===== config.mk =====
export PLATFORM = sky130hd
export DESIGN_NAME = adder_pipe_td
export DESIGN_NICKNAME = d
export VERILOG_FILES = /design/src/rtl/adder_pipe_td.sv
export SDC_FILE = /design/constraint.sdc
export NUM_CORES = 1
export LEC_CHECK = 0
export ABC_AREA = 1
export CORE_MARGIN = 2
export CORE_UTILIZATION = 44
export DETAILED_ROUTE_END_ITERATION = 10
export PLACE_DENSITY = 0.73
export SLEW_MARGIN = 20
export SYNTH_ARGS = -nofsm -noshare
export SYNTH_HDL_FRONTEND = slang
export SYNTH_SLANG_ARGS = --single-unit

===== constraint.sdc =====
create_clock -name clk -period 1 [get_ports clk]
set_input_delay 0.15 -clock clk [delete_from_list [all_inputs] [get_ports clk]]
set_output_delay 0.15 -clock clk [all_outputs]
set_load 0.02 [all_outputs]

===== src/rtl/adder_pipe_td.sv =====
// Pipelined adder with transport semantics: the sum is computed in stage 1,
// later stages only delay it, and a stalled output freezes the whole pipe.
module adder_pipe_td #(
    parameter int unsigned WIDTH = 4,
    parameter int unsigned LAT   = 3
) (
    input  logic                       clk,
    input  logic                       rst_n,
    input  logic                       in_valid,
    output logic                       in_ready,
    input  logic [WIDTH-1:0]           a,
    input  logic [WIDTH-1:0]           b,
    input  logic                       ci,
    input  logic                       flush,
    output logic                       out_valid,
    input  logic                       out_ready,
    output logic [WIDTH-1:0]           sum,
    output logic                       co,
    output logic [$clog2(LAT+1)-1:0]   in_flight
);

    localparam int unsigned DW = WIDTH + 1;
    localparam int unsigned CW = $clog2(LAT + 1);

    logic           w_stall;
    logic           w_acc;
    logic           w_hs;
    logic [DW-1:0]  w_add;

    logic [LAT-1:0] r_valid;
    logic [DW-1:0]  r_data [LAT];
    logic [CW-1:0]  r_cnt;

    assign w_stall  = r_valid[LAT-1] && !out_ready;
    assign in_ready = !w_stall;
    assign w_acc    = in_valid && in_ready && !flush;
    assign w_hs     = r_valid[LAT-1] && out_ready;
    assign w_add    = DW'(a) + DW'(b) + DW'(ci);

    // Stage data is kept at zero whenever its valid bit is clear, so the
    // output stage directly provides sum/co = 0 while out_valid = 0.
    always_ff @(posedge clk or negedge rst_n) begin
        if (!rst_n) begin
            r_valid <= '0;
            for (int unsigned i = 0; i < LAT; i++) begin
                r_data[i] <= '0;
            end
        end else if (flush) begin
            r_valid <= '0;
            for (int unsigned i = 0; i < LAT; i++) begin
                r_data[i] <= '0;
            end
        end else if (!w_stall) begin
            r_valid[0] <= w_acc;
            r_data[0]  <= w_acc ? w_add : '0;
            for (int unsigned i = 1; i < LAT; i++) begin
                r_valid[i] <= r_valid[i-1];
                r_data[i]  <= r_data[i-1];
            end
        end
    end

    // Occupancy counter; global stall means it can never exceed LAT.
    always_ff @(posedge clk or negedge rst_n) begin
        if (!rst_n) begin
            r_cnt <= '0;
        end else if (flush) begin
            r_cnt <= '0;
        end else if (w_acc && !w_hs) begin
            r_cnt <= r_cnt + CW'(1);
        end else if (!w_acc && w_hs) begin
            r_cnt <= r_cnt - CW'(1);
        end
    end

    assign out_valid = r_valid[LAT-1];
    assign sum       = r_data[LAT-1][WIDTH-1:0];
    assign co        = r_data[LAT-1][WIDTH];
    assign in_flight = r_cnt;

endmodule


==> results.cfg, run 1 <==
[finish]
drive_gt1_share_pct = 51.50
n_antenna_cell = 0
nets = 187
mostFrequentLayoutCell = nand2_1
finalNonFillerCells = 195
most-common-layout-cells = nand2_1 (27), buf_4 (20), dfrtp_1 (19), buf_6 (14), inv_1 (12)
area_growth_syn_to_layout_pct = 58.98
layout.filler_cells = 177

[global_routing]
number_of_global_route_vias_before_repair = 922
grt_max_degree = 21
first_pass_grt_wire_length_mm = 3.864
grt.total_usage_pct = 18.82
gr-total-overflow = 0
antenna_found_initial = 0

[yosys]
syn-num-nets = 142
yosysSeqAreaShare_pct = 46.35
ys_warn_count = 0
synth.cell_area_um2 = 1080
post_synth_num_cell_types = 19
synthesis.area_per_instance_um2 = 8.779
synthesis.instances = 123
synth_enable_flop_cells = 0
synth-seq-cells = 20
synthFlopType = dfrtp_1
postSynth.asyncResetShare_pct = 100.0

[power]
switching_share_pct = 28.81
total_leakage_power_uw = 0.0008853
p_clk_share_pct = 26.6
combinationalPowerShare_pct = 24.6
power_switching_uw = 516.3
post_layout_power_uw = 1792
pwr_density_cell_nw_per_um2 = 1044
power.internal_uw = 1276
ir_drop_uv = 645.2
seqPwrFrac_pct = 48.9

[die]
dieArea_um2 = 2867
io-pin-count = 23
placement_rows = 17
initial_cell_density_of_the_core_pct = 47.44
floorplan.core_area_um2 = 2276
floorplan.die.width_um = 53.54
die_ht_um = 53.54

[timing]
maxSlewHeadroom_pct = 82.34
final_worst_path_period_need_ns = 1.205
slew_at_the_pin_closest_to_its_max_slew_limit_ns = 0.2649
layout_worst_path_cycle_share_pct = 120.5
rsz0062_at_grt = yes
max_clock_freq_mhz = 830.1
finalMaxSlewViolations = 0
fin_ws_ns = -0.2047
post_route_clock_skew_ns = 0.001227
timing_hold_violations_final = 0
number_of_failing_setup_endpoints_in_the_final_timing_report = 24

[drt]
initialDrtViolationCount = 25
first_drt_pass_iteration_count = 4
drcViolationCount = 0
drt-total-wl_mm = 2.982
number_of_routed_nets_with_antenna_violations = 0
routedWlPerCell_um = 15.29
via_per_inst = 4.954
via_count = 966

[place]
dpl_hpwl_mm = 1.726
gp_routability_congestion = 0.7795
count_of_input_and_output_buffers = 22
dp.cells = 179

[hold_path]
holdCritPathClass = in2async

[worst_setup_path]
crit_path_capture_type = primary output
worstPathMaxFanout = 2
worst-r2r-cell-count = 8
critPathKind = reg2out
worstPathArrival_ns = 1.05
required_ns = 0.85
cp-start-kind = register

[clock_network]
clk_path_buf_depth = 2
htree_levels = 1
numClockSinks = 20
cts_buffers = 3
clkLatencyLatePin_ns = 0.30
buffer_cell_driving_the_clock_tree_root = clkbuf_4
worst_setup_hold_path_clk_slew_ns = 0.12
hold_buffers_post_cts = 0
cts_tree = yes

[flow_run]
maxCapViolCount = 0

[status]
status = complete, but fails checks
violations_in_the_final_reports = setup timing
Yosys cell counts (2+ instances only):
cell	number	area share, %
a21oi_1	3	1.4
buf_4	4	2.8
buf_6	2	2.1
dfrtp_1	20	46
fa_1	2	3.7
ha_1	3	3.5
inv_1	18	6.3
inv_2	2	0.70
nand2_1	33	11
nand2_4	2	2.1
nand3_1	11	5.1
nor2_1	4	1.4
o21ai_0	9	4.2
o31ai_1	5	3.5
worst paths after layout:
check	slack (ns)	start	end
min in group clk	0.26	a[0]	r_data[10]
min reg2reg	0.51	r_data[10]	r_data[10]
max	-0.20	r_valid[2]	in_ready
min	0.18	rst_n	co
max reg2reg	-0.19	r_valid[2]	in_flight[1]
max in group asynchronous	0.59	rst_n	r_valid[2]
power by group through the flow:
stage / Sequential (uW) / Clock (uW) / Combinational [uW]
floorplan: 896 / 0 / 174
global placement: 881 / 0 / 336
detailed placement: 884 / 0 / 355
CTS: 868 / 472 / 381
global route: 878 / 513 / 482
finish: 876 / 476 / 440
state kept, by name, indices dropped and copies added, names as in the netlist:
signal / count
r_data: 10
sum: 4
in_flight: 2
co: 1
r_valid: 3
metal layers:
metal | wire [um] | vias up | global-route usage [%]
met5 | 0 | - | 0
met2 | 1841 | 25 | 37.86
met1 | 1061 | 467 | 20.64
li1 | - | 472 | -
met3 | 59 | 2 | 0.8333
met4 | 19 | 0 | 6.410
through the flow:
stage	worst slack (ns)	util [%]	hold WS [ns]	cell area (um2)	setup TNS (ns)
after floorplan	-0.2311	-	-0.1456	1106	-1.948
after global placement	-0.8399	61.46	0.4596	1399	-10.77
after detailed placement	-0.8752	61.46	0.4599	1399	-11.68
after CTS	-0.1826	66.36	0.1848	1510	-2.212
after global routing	-0.2402	75.43	0.2020	1717	-4.035
final	-0.2047	75.43	0.1793	1717	-3.014
kinds of logic after synthesis:
| family | Yosys count | synth area share (%) |
|---|---|---|
| buffers and inverters | 27 | 13.33 |
| adder cells (fa/ha/maj) | 5 | 7.185 |
| flip-flops | 20 | 46.35 |
| AO/OA/AOI/OAI | 17 | 9.038 |
| AND/OR/NAND/NOR | 54 | 24.10 |
cell type report:
type | count | area, um2 | share of cell area, %
repair inverters | 1 | 8.758 | 0.5102
well taps | 28 | 35.03 | 2.041
multi-input cells | 76 | 596.8 | 34.77
inverters | 21 | 118.9 | 6.924
flip-flops and latches | 20 | 501.7 | 29.23
clock buffers | 4 | 36.28 | 2.114
repair buffers | 45 | 419.2 | 24.42
critical path, stage by stage, from the launching register on:
cell and delay, ns:
dfrtp_2 0.42, inv_4 0.06, nor2_8 0.11, inv_4 0.05
buf_6 0.12
what timing repair did:
| action | in CTS | in global routing |
|---|---|---|
| cloned | 0 | 1 |
| endpoints found under the setup margin | 28 | 29 |
| buffers inserted | 6 | 5 |
| pin swaps | 4 | 6 |
| gates resized for setup | 78 | 47 |
Power figures use the tool's default switching activity.
==> run 2: changes to the inputs <==
--- a/config.mk
+++ b/config.mk
@@ -7,10 +7,8 @@
 export LEC_CHECK = 0
 export ABC_AREA = 1
 export CORE_MARGIN = 2
-export CORE_UTILIZATION = 44
+export CORE_UTILIZATION = 35
 export DETAILED_ROUTE_END_ITERATION = 10
-export PLACE_DENSITY = 0.73
-export SLEW_MARGIN = 20
 export SYNTH_ARGS = -nofsm -noshare
 export SYNTH_HDL_FRONTEND = slang
 export SYNTH_SLANG_ARGS = --single-unit
==> run 2 against run 1 <==
Effect of this change:
- clock skew rose by 0.0057 ns
- core utilization fell by 18 points
- cell area grew 0.87%
- the flow still finishes with violations (setup timing)
- sequential share of layout area is 0.25 points lower
- critical endpoint unchanged
- die area up 24%
- total power decreased by 1.1%
- clock power down 3%
- final cell count did not move
- critical path depth stayed put
- critical path type unchanged
- largest power group unchanged
==> results.cfg, run 2 (synthesis results as in run 1) <==
[worst_setup_path]
crit_path_frequent_cell = inv_4
worstPathArrival_ns = 1.03
cp-start-kind = register
critical_path.reg2reg.startpoint = r_valid[2]
worst-r2r-cell-count = 7
worstPathMaxFanout = 2
critPathSlowestCell = dfrtp_2
critPathTopFamily = flip-flops
crit_path_capture_type = primary output
cp_slowest_stage_delay_ns = 0.44
required_ns = 0.85
critPathKind = reg2out
rrSetupSlack_ns = -0.15
worstPathCellList = inv_4 > nor2_8 > inv_4 > buf_6
path_buf_inv = 3
worstReg2RegEnd = sum[0]

[power]
p_clk_share_pct = 26.2
pwr_density_cell_nw_per_um2 = 1023
total_leakage_power_uw = 0.0008678
ir_drop_uv = 419.1
power.internal_uw = 1277
switching_share_pct = 27.93
seqPwrFrac_pct = 49.4
power_switching_uw = 494.9
combinationalPowerShare_pct = 24.4

[timing]
post_route_clock_skew_ns = 0.006902
max_clock_freq_mhz = 845.4
fin_tns_setup_ns = -2.424
finalHoldWorstSlack_ns = 0.1859
finalMaxSlewViolations = 0
number_of_failing_setup_endpoints_in_the_final_timing_report = 22
final_worst_path_period_need_ns = 1.183
slew_at_the_pin_closest_to_its_max_slew_limit_ns = 0.2490
timing_hold_violations_final = 0
rsz0062_at_grt = yes
layout_worst_path_cycle_share_pct = 118.3
maxSlewHeadroom_pct = 83.35
fin_ws_ns = -0.1829

[finish]
mostFrequentLayoutCell = nand2_1
layout.filler_cells = 267
finalNonFillerCells = 195
most-common-layout-cells = nand2_1 (23), dfrtp_1 (19), buf_4 (13), inv_1 (12), buf_6 (12)
n_antenna_cell = 0
largest_register_ff_count = 10
nets = 182
area_growth_syn_to_layout_pct = 60.37
postLayoutCoreUtil_pct = 57.67
drive_gt1_share_pct = 55.56
regMostFlops = r_data

[status]
violations_in_the_final_reports = setup timing
status = complete, but fails checks

[place]
dp.cells = 185
dpl_hpwl_mm = 1.580
gp_routability_congestion = 0.7127
count_of_input_and_output_buffers = 22
setup_slack_placement_ns = -0.8653

[drt]
routedWlPerCell_um = 11.91
via_per_inst = 4.718
drt-total-wl_mm = 2.323
first_drt_pass_iteration_count = 4
initialDrtViolationCount = 20
via_count = 920
number_of_routed_nets_with_antenna_violations = 0
drcViolationCount = 0

[die]
placement_rows = 20
dieArea_um2 = 3546
floorplan.die.width_um = 59.55
die_ht_um = 59.55
io-pin-count = 23
initial_cell_density_of_the_core_pct = 35.96
floorplan.core_area_um2 = 3003

[flow_run]
maxCapViolCount = 0

[clock_network]
htree_levels = 1
clkLatencyLatePin_ns = 0.30
buffer_cell_driving_the_clock_tree_root = clkbuf_4
hold_buffers_post_cts = 0
numClockSinks = 20
cts_buffers = 3
cts_tree = yes
clk_path_buf_depth = 2
worst_setup_hold_path_clk_slew_ns = 0.11

[hold_path]
holdCritPathClass = in2async

[global_routing]
grt_max_degree = 21
gr-total-overflow = 0
antenna_found_initial = 0
grt.total_usage_pct = 13.83
number_of_global_route_vias_before_repair = 917
first_pass_grt_wire_length_mm = 3.746
## run 2: power groups by stage
stage	Sequential [uW]	Clock [uW]	Combinational (uW)
6_report	876	464	433
5_1_grt	880	528	480
4_1_cts	871	473	397
3_5_place_dp	884	0	356
3_3_place_gp	882	0	346
2_1_floorplan	896	0	174
## run 2: worst max-delay path by stage
stage / start / endpoint / cells past startpoint
global placement: ci / r_data[11] / 7
finish: r_valid[2] / in_ready / 4
CTS: r_valid[2] / in_ready / 4
global route: r_valid[2] / in_ready / 4
floorplan: ci / r_data[11] / 6
detailed placement: ci / r_data[11] / 7
## run 2: per-layer routing
metal  share of wire (%)  global-route usage (%)
met1                  40                   16.10
met2                  56                   25.90
met3                 3.5                   2.183
met4                   0                   3.810
met5                   0                       0
## run 2: timing repair
item | CTS | global route
buffers inserted | 3 | 2
setup endpoints to repair | 28 | 29
pin swaps | 7 | 1
gates resized for setup | 96 | 36
gates cloned | 0 | 1
## run 2: layout make-up
class                      count  area, um2  share of cell area [%]
timing repair inverter         1      8.758                  0.5058
multi-input combinational     76      636.9                   36.78
sequential                    20      501.7                   28.97
timing repair buffer          40      390.4                   22.54
tap                           33      41.29                   2.384
inverter                      21      116.4                   6.720
clock buffer                   4      36.28                   2.095
## run 2: stage by stage
step,area [um2],total power [uW]
final,1732,1772
after global routing,1732,1889
after CTS,1568,1741
after detailed placement,1425,1240
after global placement,1425,1227
after floorplan,1106,1070
## run 2: worst reg2reg max path: cells and delay by family, from the launching register on
family                 cells  cell delay, ns
and+or+nand+nor            3            0.23
AOI/OAI and AO/OA          1            0.06
buffers and inverters      3            0.30
DFF                        1            0.44
